<file path="src/rtl/i2s_audio_tx_stream_pkg.sv">
// i2s_pkg: definitions shared by the I2S / left-justified serial audio transmitter.
//   i2s_format_t : bus framing selection.
//   frame_clks() : number of system clocks in one stereo frame (two slots).
package i2s_pkg;

   typedef enum logic {
      I2S_PHILIPS    = 1'b0,
      LEFT_JUSTIFIED = 1'b1
   } i2s_format_t;

   // One frame is 2 slots * w_slot bits * 2 BCLK half-periods * bclk_half clocks.
   function automatic int frame_clks(input int w_slot, input int bclk_half);
      return 4 * w_slot * bclk_half;
   endfunction

endpackage

</file>
<file path="src/rtl/i2s_audio_tx_stream_clk_gen.sv">
// i2s_clk_gen: clock dividers and bit sequencing for the audio transmitter.
//   clk, rst   : system clock, asynchronous active-high reset
//   mclk_o     : master clock, toggles every mclk_half clocks, free running
//   bclk_o     : bit clock, toggles every bclk_half clocks
//   fall_o     : strobe, high in the clock cycle whose edge drives bclk low
//   b_next_o   : bit index in the frame as it will be after this edge
//                (advances only on fall_o, modulo 2*w_slot)
module i2s_clk_gen
   import i2s_pkg::*;
#(
   parameter int w_slot    = 32,
   parameter int bclk_half = 7,
   parameter int mclk_half = 1,
   parameter int BW        = $clog2(2 * w_slot)
) (
   input  logic          clk,
   input  logic          rst,
   output logic          mclk_o,
   output logic          bclk_o,
   output logic          fall_o,
   output logic [BW-1:0] b_next_o
);

   localparam int MCW = (mclk_half > 1) ? $clog2(mclk_half) : 1;
   localparam int BCW = (bclk_half > 1) ? $clog2(bclk_half) : 1;
   localparam logic [MCW-1:0] MC_LAST = MCW'(mclk_half - 1);
   localparam logic [BCW-1:0] BC_LAST = BCW'(bclk_half - 1);
   localparam logic [BW-1:0]  B_LAST  = BW'(2 * w_slot - 1);

   logic [MCW-1:0] mcnt_q, mcnt_d;
   logic [BCW-1:0] bcnt_q, bcnt_d;
   logic           mclk_q, mclk_d;
   logic           bclk_q, bclk_d;
   logic [BW-1:0]  b_q, b_d;
   logic           bwrap;
   logic           fall;

   always_comb begin
      mcnt_d = mcnt_q + 1'b1;
      mclk_d = mclk_q;
      if (mcnt_q == MC_LAST) begin
         mcnt_d = '0;
         mclk_d = ~mclk_q;
      end

      bcnt_d = bcnt_q + 1'b1;
      bclk_d = bclk_q;
      bwrap  = (bcnt_q == BC_LAST);
      if (bwrap) begin
         bcnt_d = '0;
         bclk_d = ~bclk_q;
      end

      // A wrap while bclk is high is the edge that takes bclk low.
      fall = bwrap && bclk_q;
      b_d  = b_q;
      if (fall) begin
         b_d = (b_q == B_LAST) ? '0 : b_q + 1'b1;
      end
   end

   // The reset index is the last bit, so the first fall starts frame 0.
   always_ff @(posedge clk or posedge rst) begin
      if (rst) begin
         mcnt_q <= '0;
         bcnt_q <= '0;
         mclk_q <= 1'b0;
         bclk_q <= 1'b0;
         b_q    <= B_LAST;
      end else begin
         mcnt_q <= mcnt_d;
         bcnt_q <= bcnt_d;
         mclk_q <= mclk_d;
         bclk_q <= bclk_d;
         b_q    <= b_d;
      end
   end

   assign mclk_o   = mclk_q;
   assign bclk_o   = bclk_q;
   assign fall_o   = fall;
   assign b_next_o = b_d;

endmodule

</file>
<file path="src/rtl/i2s_audio_tx_stream.sv">
// i2s_audio_tx_stream: serialises stereo or mono PCM samples onto an I2S
// (Philips) or left-justified bus, with a one-frame holding register fed by a
// valid/ready handshake.
//   clk, rst           : system clock, asynchronous active-high reset
//   sample_l, sample_r : two's complement samples (sample_r unused in mono)
//   valid, ready       : handshake; ready is high while the holding register is empty
//   mclk, bclk, lrclk  : master clock, bit clock, word select (0 = left slot)
//   sdata              : serial data, MSB first, changes with bclk falling
//   underrun           : one-clock pulse when a frame starts with nothing held
module i2s_audio_tx_stream
   import i2s_pkg::*;
#(
   parameter int          w_sample        = 16,
   parameter int          w_slot          = 32,
   parameter int          bclk_half       = 7,
   parameter int          mclk_half       = 1,
   parameter int          n_channels      = 2,
   parameter i2s_format_t format          = I2S_PHILIPS,
   parameter int          underrun_repeat = 0
) (
   input  logic                clk,
   input  logic                rst,
   input  logic [w_sample-1:0] sample_l,
   input  logic [w_sample-1:0] sample_r,
   input  logic                valid,
   output logic                ready,
   output logic                mclk,
   output logic                bclk,
   output logic                lrclk,
   output logic                sdata,
   output logic                underrun
);

   localparam int BW = $clog2(2 * w_slot);
   localparam logic [BW-1:0] SLOT1_START = BW'(w_slot);

   if (w_sample > w_slot || w_sample < 2 || bclk_half < 1 || mclk_half < 1) begin : g_bad_params
      $error("i2s_audio_tx_stream: need 2 <= w_sample <= w_slot, bclk_half >= 1, mclk_half >= 1");
   end

   logic          fall;
   logic [BW-1:0] b_next;

   i2s_clk_gen #(
      .w_slot    (w_slot),
      .bclk_half (bclk_half),
      .mclk_half (mclk_half),
      .BW        (BW)
   ) u_clk_gen (
      .clk      (clk),
      .rst      (rst),
      .mclk_o   (mclk),
      .bclk_o   (bclk),
      .fall_o   (fall),
      .b_next_o (b_next)
   );

   logic [w_sample-1:0] hold_l_q, hold_l_d;
   logic [w_sample-1:0] hold_r_q, hold_r_d;
   logic                full_q, full_d;
   logic [w_sample-1:0] frame_l_q, frame_l_d;
   logic [w_sample-1:0] frame_r_q, frame_r_d;
   logic                lrclk_q, lrclk_d;
   logic                sdata_q, sdata_d;
   logic                dly_q, dly_d;
   logic                underrun_q, underrun_d;
   logic                accept;
   logic                load;
   logic                bit_next;

   // Left-justified stream bit for index b of the given frame: each slot
   // carries its sample MSB first, padded with zeros to w_slot bits.
   function automatic logic stream_bit(input logic [w_sample-1:0] l,
                                       input logic [w_sample-1:0] r,
                                       input logic [BW-1:0]       b);
      int                  j;
      logic [w_sample-1:0] s;
      j = int'(b);
      s = l;
      if (j >= w_slot) begin
         j = j - w_slot;
         s = r;
      end
      stream_bit = 1'b0;
      if (j < w_sample) begin
         s          = s << j;
         stream_bit = s[w_sample-1];
      end
   endfunction

   always_comb begin
      accept     = valid && !full_q;
      load       = fall && (b_next == '0);
      hold_l_d   = hold_l_q;
      hold_r_d   = hold_r_q;
      full_d     = full_q;
      frame_l_d  = frame_l_q;
      frame_r_d  = frame_r_q;
      underrun_d = 1'b0;
      lrclk_d    = lrclk_q;
      sdata_d    = sdata_q;
      dly_d      = dly_q;

      if (load) begin
         if (full_q) begin
            frame_l_d = hold_l_q;
            frame_r_d = hold_r_q;
            full_d    = 1'b0;
         end else begin
            underrun_d = 1'b1;
            if (underrun_repeat == 0) begin
               frame_l_d = '0;
               frame_r_d = '0;
            end
         end
      end

      // ready is low while full, so an accept never collides with a load
      // that empties the register; an accept beside an underrun load simply
      // fills the holding register for the following frame.
      if (accept) begin
         hold_l_d = sample_l;
         hold_r_d = (n_channels == 1) ? sample_l : sample_r;
         full_d   = 1'b1;
      end

      // The bit for the new index must see the frame loaded on this same edge.
      bit_next = stream_bit(frame_l_d, frame_r_d, b_next);
      if (fall) begin
         lrclk_d = (b_next >= SLOT1_START);
         dly_d   = bit_next;
         // Philips framing emits the stream one bit late; lrclk is not delayed.
         sdata_d = (format == LEFT_JUSTIFIED) ? bit_next : dly_q;
      end
   end

   always_ff @(posedge clk or posedge rst) begin
      if (rst) begin
         hold_l_q   <= '0;
         hold_r_q   <= '0;
         full_q     <= 1'b0;
         frame_l_q  <= '0;
         frame_r_q  <= '0;
         lrclk_q    <= 1'b0;
         sdata_q    <= 1'b0;
         dly_q      <= 1'b0;
         underrun_q <= 1'b0;
      end else begin
         hold_l_q   <= hold_l_d;
         hold_r_q   <= hold_r_d;
         full_q     <= full_d;
         frame_l_q  <= frame_l_d;
         frame_r_q  <= frame_r_d;
         lrclk_q    <= lrclk_d;
         sdata_q    <= sdata_d;
         dly_q      <= dly_d;
         underrun_q <= underrun_d;
      end
   end

   assign ready    = !full_q;
   assign lrclk    = lrclk_q;
   assign sdata    = sdata_q;
   assign underrun = underrun_q;

endmodule

</file>
<file path="config.mk">
export PLATFORM = sky130hd
export DESIGN_NAME = i2s_audio_tx_stream
export DESIGN_NICKNAME = d
export VERILOG_FILES = /design/src/rtl/i2s_audio_tx_stream_pkg.sv /design/src/rtl/i2s_audio_tx_stream_clk_gen.sv /design/src/rtl/i2s_audio_tx_stream.sv
export SDC_FILE = /design/constraint.sdc
export NUM_CORES = 1
export LEC_CHECK = 0
export BUFFER_PORTS_ARGS = -buffer_cell sky130_fd_sc_hd__buf_2
export CAP_MARGIN = 20
export CORE_MARGIN = 2
export CORE_UTILIZATION = 58
export DETAILED_ROUTE_END_ITERATION = 10
export PLACE_DENSITY = 0.87
export SYNTH_ARGS = -nofsm -noshare
export SYNTH_HDL_FRONTEND = slang
export SYNTH_SLANG_ARGS = --single-unit
</file>
<file path="constraint.sdc">
create_clock -name clk -period 2.7 [get_ports clk]
set_clock_uncertainty 0.05 [all_clocks]
set_input_delay 0.135 -clock clk [delete_from_list [all_inputs] [get_ports clk]]
set_output_delay 0.135 -clock clk [all_outputs]
set_load 0.05 [all_outputs]
</file>
Yosys cells after proc, flatten, opt, wreduce, memory -nomap -nowiden
Cells that the tools add are included.
{"block": "op_classes", "add_sub_neg": 4, "multipliers": 0, "n_div": 0, "n_lt_le_gt_ge": 3, "n_eq_ne": 2, "n_shift": 1, "n_mux": 15, "bitwise_logic": 2, "reduce_logical": 6}
{"op": "16-bit 2-to-1 mux", "n": 5}
{"op": "32-bit by 6-bit less-than comparator with 1-bit output (second input constant)", "n": 1}
{"op": "32-bit 2-to-1 mux", "n": 1}
{"op": "16-bit by 32-bit << shifter with 16-bit output", "n": 1}
{"op": "6-bit >= comparator (second input constant)", "n": 2}
{"op": "6-bit 2-to-1 mux", "n": 2}
{"op": "6-bit by 6-bit subtractor with 7-bit output (second input constant)", "n": 1}
{"op": "6-bit by 1-bit adder with 6-bit output (second input constant)", "n": 1}
{"op": "6-bit == test (second input constant)", "n": 1}
{"op": "6-bit logical NOT", "n": 1}
{"op": "1-bit 2-to-1 mux", "n": 6}
{"op": "3-bit by 1-bit adder with 3-bit output (second input constant)", "n": 1}
{"op": "3-bit == test (second input constant)", "n": 1}
{"op": "1-bit logical AND", "n": 3}
{"op": "3-bit 2-to-1 mux", "n": 1}
{"op": "1-bit inverter", "n": 2}
{"op": "2-bit nonzero test", "n": 1}
{"op": "1-bit adder (second input constant)", "n": 1}
{"op": "1-bit logical NOT", "n": 1}
{"block": "totals", "regBits": 81, "latchBits": 0, "ram_bits": 0, "rom_bits": 0, "input_bits": 35, "wordCells": 47, "memories": 0}

Longest topological paths before layout
{"block": "depth", "depth_word": 9, "mapped_depth": 10, "depth_no_buf": 9}

Hierarchy
A second synthesis with hierarchy kept.
{"block": "unflattened", "hier_cells": 324, "hier_area_um2": 3524.6}
{"module": "i2s_audio_tx_stream", "n_inst": 1, "cells_per_inst": 278, "area_each_um2": 3034.2, "seq_area_each_um2": 1726.7}
{"module": "i2s_clk_gen", "n_inst": 1, "cells_per_inst": 46, "area_each_um2": 490.5, "seq_area_each_um2": 282.8}

Worst setup path after synthesis
Ideal clock, no wire load.
{"block": "synth_path", "kind": "register -> register", "startpoint": "register u_clk_gen.bclk_q (netlist: u_clk_gen.bclk_o)", "endpoint": "register dly_q", "setup_time_ps": 104, "t_arrival_ps": 2394, "required_ps": 2546, "path_slack_ps": 153, "stages_incl_launch_ff": 10, "n_path_buf": 1, "cell_sequence": "dfrtp_1 > nand4b_4 > or3_4 > mux2i_4 > buf_6 > inv_2 > a211o_1 > a21oi_1 > o31ai_1 > o41ai_2"}
{"block": "synth_between", "elab_chain_len": 8}
{"item": "from (decl)", "line": "i2s_audio_tx_stream_clk_gen.sv:33", "rtl": "logic bclk_q, bclk_d;"}
{"item": "from (signal assigned)", "line": "i2s_audio_tx_stream_clk_gen.sv:74", "rtl": "bclk_q <= bclk_d;"}
{"item": "1-bit logical AND *", "line": "i2s_audio_tx_stream_clk_gen.sv:55", "rtl": "fall = bwrap && bclk_q;"}
{"item": "6-bit 2-to-1 mux *", "line": "i2s_audio_tx_stream_clk_gen.sv:57", "rtl": "if (fall) begin"}
{"item": "via b_next[5]", "line": "i2s_audio_tx_stream.sv:42", "rtl": "logic [BW-1:0] b_next;"}
{"item": "parallel branches: the longest is 5 deep, another holds 32-bit by 6-bit less-than comparator with 1-bit output"}
{"item": "1-bit 2-to-1 mux *", "line": "i2s_audio_tx_stream.sv:85", "rtl": "if (j < w_sample) begin"}
{"item": "to (signal assigned)", "line": "i2s_audio_tx_stream.sv:156", "rtl": "dly_q <= dly_d;"}
{"item": "to (decl)", "line": "i2s_audio_tx_stream.sv:65", "rtl": "logic dly_q, dly_d;"}
Mark *: on every way through the listed nets, which the timed path passes.
A chain may end at the register's enable or synchronous reset.

Final worst setup path
{"block": "layout_path", "startpoint": "register u_clk_gen.b_q[1]", "endpoint": "register dly_q"}
{"block": "layout_between", "elab_chain_len": 9}
{"item": "from (decl)", "line": "i2s_audio_tx_stream_clk_gen.sv:34", "rtl": "logic [BW-1:0] b_q, b_d;"}
{"item": "from (signal assigned)", "line": "i2s_audio_tx_stream_clk_gen.sv:69", "rtl": "b_q <= B_LAST;"}
{"item": "from (signal assigned)", "line": "i2s_audio_tx_stream_clk_gen.sv:75", "rtl": "b_q <= b_d;"}
{"item": "6-bit by 1-bit adder with 6-bit output / 6-bit == test (equally long branches)", "line": "i2s_audio_tx_stream_clk_gen.sv:58", "rtl": "b_d = (b_q == B_LAST) ? '0 : b_q + 1'b1;"}
{"item": "6-bit 2-to-1 mux", "line": "i2s_audio_tx_stream_clk_gen.sv:58"}
{"item": "6-bit 2-to-1 mux *", "line": "i2s_audio_tx_stream_clk_gen.sv:57"}
{"item": "parallel branches: the longest is 5 deep, another holds 32-bit by 6-bit less-than comparator with 1-bit output"}
{"item": "1-bit 2-to-1 mux *", "line": "i2s_audio_tx_stream.sv:85"}
Mark *: on every way between the ends.

==> flow_summary.ini <==
[outcome]
status = finished, final reports clean

[global_route]
gr-usage-met1 = 0.333
grtUsageTotal = 0.259
grt_max_degree = 67
grt_overflow = 0
top_usage_layer = met2
use_met2 = 0.426
grt_pass1_vias = 3040
grtUsageMet3 = 0.0560
grt_pass1_wl_microns = 14400
antenna_found_initial = 0

[floorplanning]
dieArea_sq_mm = 0.00710
ios = 41
initial_utilization = 0.595
rows = 29
core-area_sq_mm = 0.00628
die_x_microns = 84.3
die_h_microns = 84.3

[synth]
async_reset_ff_frac = 1.00
ys_top_cells_by_area = dfrtp_1 50%, mux2_2 9.9%, nand2_1 8.4%
synth_edf_count = 0
syn_area_per_cell_sq_um = 10.1
ys.flop_type = dfrtp_1
ys.warnings.count = 0
synth_cell_types = 52
synth_top_area_cell = dfrtp_1
yosys.cell_count.top_type = nand2_1
synth_common_cells = 84 x nand2_1, 74 x dfrtp_1, 34 x o21ai_1
syn_inst = 369
synth_nets = 405
netlist.area_leader.share = 0.495
ys_seq_area_frac = 0.538
ys_seq_elements = 80
synth_area_sq_mm = 0.00374

[critical_path]
start_kind = flop
critPathRequiredTime_ns = 2.91
worst_r2r_startpoint = u_clk_gen.b_q[1]$_DFF_PP1_
criticalPathCategory = flop to flop
ff2ff_setup_slack_ns = 0.18
ff2ff_path_depth = 10
critPathMaxFanout = 9
end_kind = flop
cp.arrival_ns = 2.73
rr_endpoint = dly_q$_DFFE_PP0N_

[sta]
period_share = 0.933
setup_tns_ns = 0
maxSlewHeadroom = 0.544
setup_viol = 0
rsz0062_at_grt = no
holdWs_ns = 0.243
final-hold-violation-count = 0
worstMarginPinSlew_ns = 0.679
drv_slew = 0
timing.fmax_ghz = 0.397
period_needed_ns = 2.52

[power]
vdd.ir_drop.worst_v = 0.000513
power_mw = 2.71
power_density_mw_per_mm2 = 584
p_leak_nw = 2.11

[detailed_routing]
routed_wl_microns = 8570
viasPerCell = 5.73
drc = 0
route.detailed.wl_per_inst_microns = 16.2
vias = 3039
dr.pass1.iters = 5
drtIter0Drc = 276
ant_nets = 0

[clock_network]
clk_latency_ns = 0.36
cts_root_buffer = clkbuf_8
holdBufCountCts = 33
cts_resized = 0
numCtsBuffers = 9
cts.htree.levels = 3
post_cts_buffers = 0
cts_tree = done
clock-sinks = 80
cts.path.max_buffers = 2
clk_pin_slew_worst_paths_ns = 0.09

[place]
hpwlAfterDp_microns = 5590
dpl.cell_count = 481
io_buffers = 40
gp_congestion = 0.941

[finish]
multi_input_area_sq_mm = 0.00160
n_fill_cell = 451
final_cells = 530
syn_to_final_growth_pct = 24.0
fin_nets = 484
drive_above_1_share = 0.278
n_antenna_cell = 0
register_area_sq_mm = 0.00201

[hold_path]
hold_class = input pin to async pin

[job]
max_cap_violations = 0
==> stage by stage <==
stage,utilization,setup WS (ns),cell area [sq um]
4_1_cts,0.738,0.183,4630
2_1_floorplan,-,0.153,3740
5_1_grt,0.738,0.00613,4630
6_report,0.738,0.180,4630
3_5_place_dp,0.657,0.247,4130
3_3_place_gp,0.657,0.292,4130
==> report_power, final <==
part / internal (mW) / switching, mW / total (mW)
logic: 0.234 / 0.170 / 0.403
registers: 1.38 / 0.105 / 1.49
clock network: 0.343 / 0.471 / 0.814
==> area by class of cell <==
cell class | count | area share
tap | 77 | 0.0208
clock buffer | 9 | 0.0267
multi-input combinational | 255 | 0.345
inverter | 9 | 0.00729
clock inverter | 7 | 0.0116
timing repair buffer | 93 | 0.155
sequential | 80 | 0.434
==> worst max path at each step <==
stage	start	to	slack [ns]	cells after the start
3_3_place_gp	u_clk_gen.b_q[0]$_DFF_PP1_	dly_q$_DFFE_PP0N_	0.29	8
3_5_place_dp	u_clk_gen.bcnt_q[1]$_DFF_PP0_	dly_q$_DFFE_PP0N_	0.25	9
2_1_floorplan	u_clk_gen.bclk_o$_DFFE_PP0N_	dly_q$_DFFE_PP0N_	0.15	9
6_report	u_clk_gen.b_q[1]$_DFF_PP1_	dly_q$_DFFE_PP0N_	0.18	10
5_1_grt	u_clk_gen.b_q[1]$_DFF_PP1_	dly_q$_DFFE_PP0N_	0.006	9
4_1_cts	u_clk_gen.b_q[1]$_DFF_PP1_	dly_q$_DFFE_PP0N_	0.18	10
==> routing by layer <==
metal,vias up,part of all wire
met1,1468,0.42
met3,27,0.047
met4,0,0.030
met2,94,0.50
met5,-,0
li1,1450,-
==> state kept, by name, summed over array words and instances (netlist names) <==
| signal | flops |
|---|---|
| frame_l_q | 16 |
| frame_r_q | 16 |
| hold_l_q | 16 |
| hold_r_q | 16 |
| u_clk_gen.b_q | 6 |
| u_clk_gen.bcnt_q | 3 |
| dly_q | 1 |
| full_q | 1 |
| lrclk | 1 |
| sdata | 1 |
| u_clk_gen.bclk_o | 1 |
| u_clk_gen.mclk_o | 1 |
| underrun | 1 |
==> worst max-delay path: stages (launching register included) <==
cell and delay [ns]:
dfstp_2 0.55, ha_1 0.20, and3_1 0.21, a21oi_1 0.07
o32ai_2 0.28, inv_2 0.10, buf_4 0.17, or3_1 0.37
a21oi_1 0.14, nor3_1 0.08, o41ai_2 0.20
==> kinds of logic (layout without fill, tap and decap cells) <==
logic type,count (synthesis),count (layout),synth area share
mux,37,37,0.113
compound gates,81,81,0.135
flops,80,80,0.538
fa+ha+maj,1,1,0.00335
buf+inv,34,118,0.0368
xor+xnor,4,4,0.00938
simple gates,132,132,0.164
==> layout by cell type, fill, tap and decap left out, drive strengths merged, types with 4 or more instances in the layout <==
cell type and instances:
mux2 33, dfstp 6, inv 12, a31oi 6
mux2i 4, nor3 4, dfrtp 74, o21ai 44
or3 7, nand2 84, nor2 6, dlygate4sd3 33
a21oi 7, buf 60, nand3 14, clkbuf 9
Power figures use the tool's default switching activity.
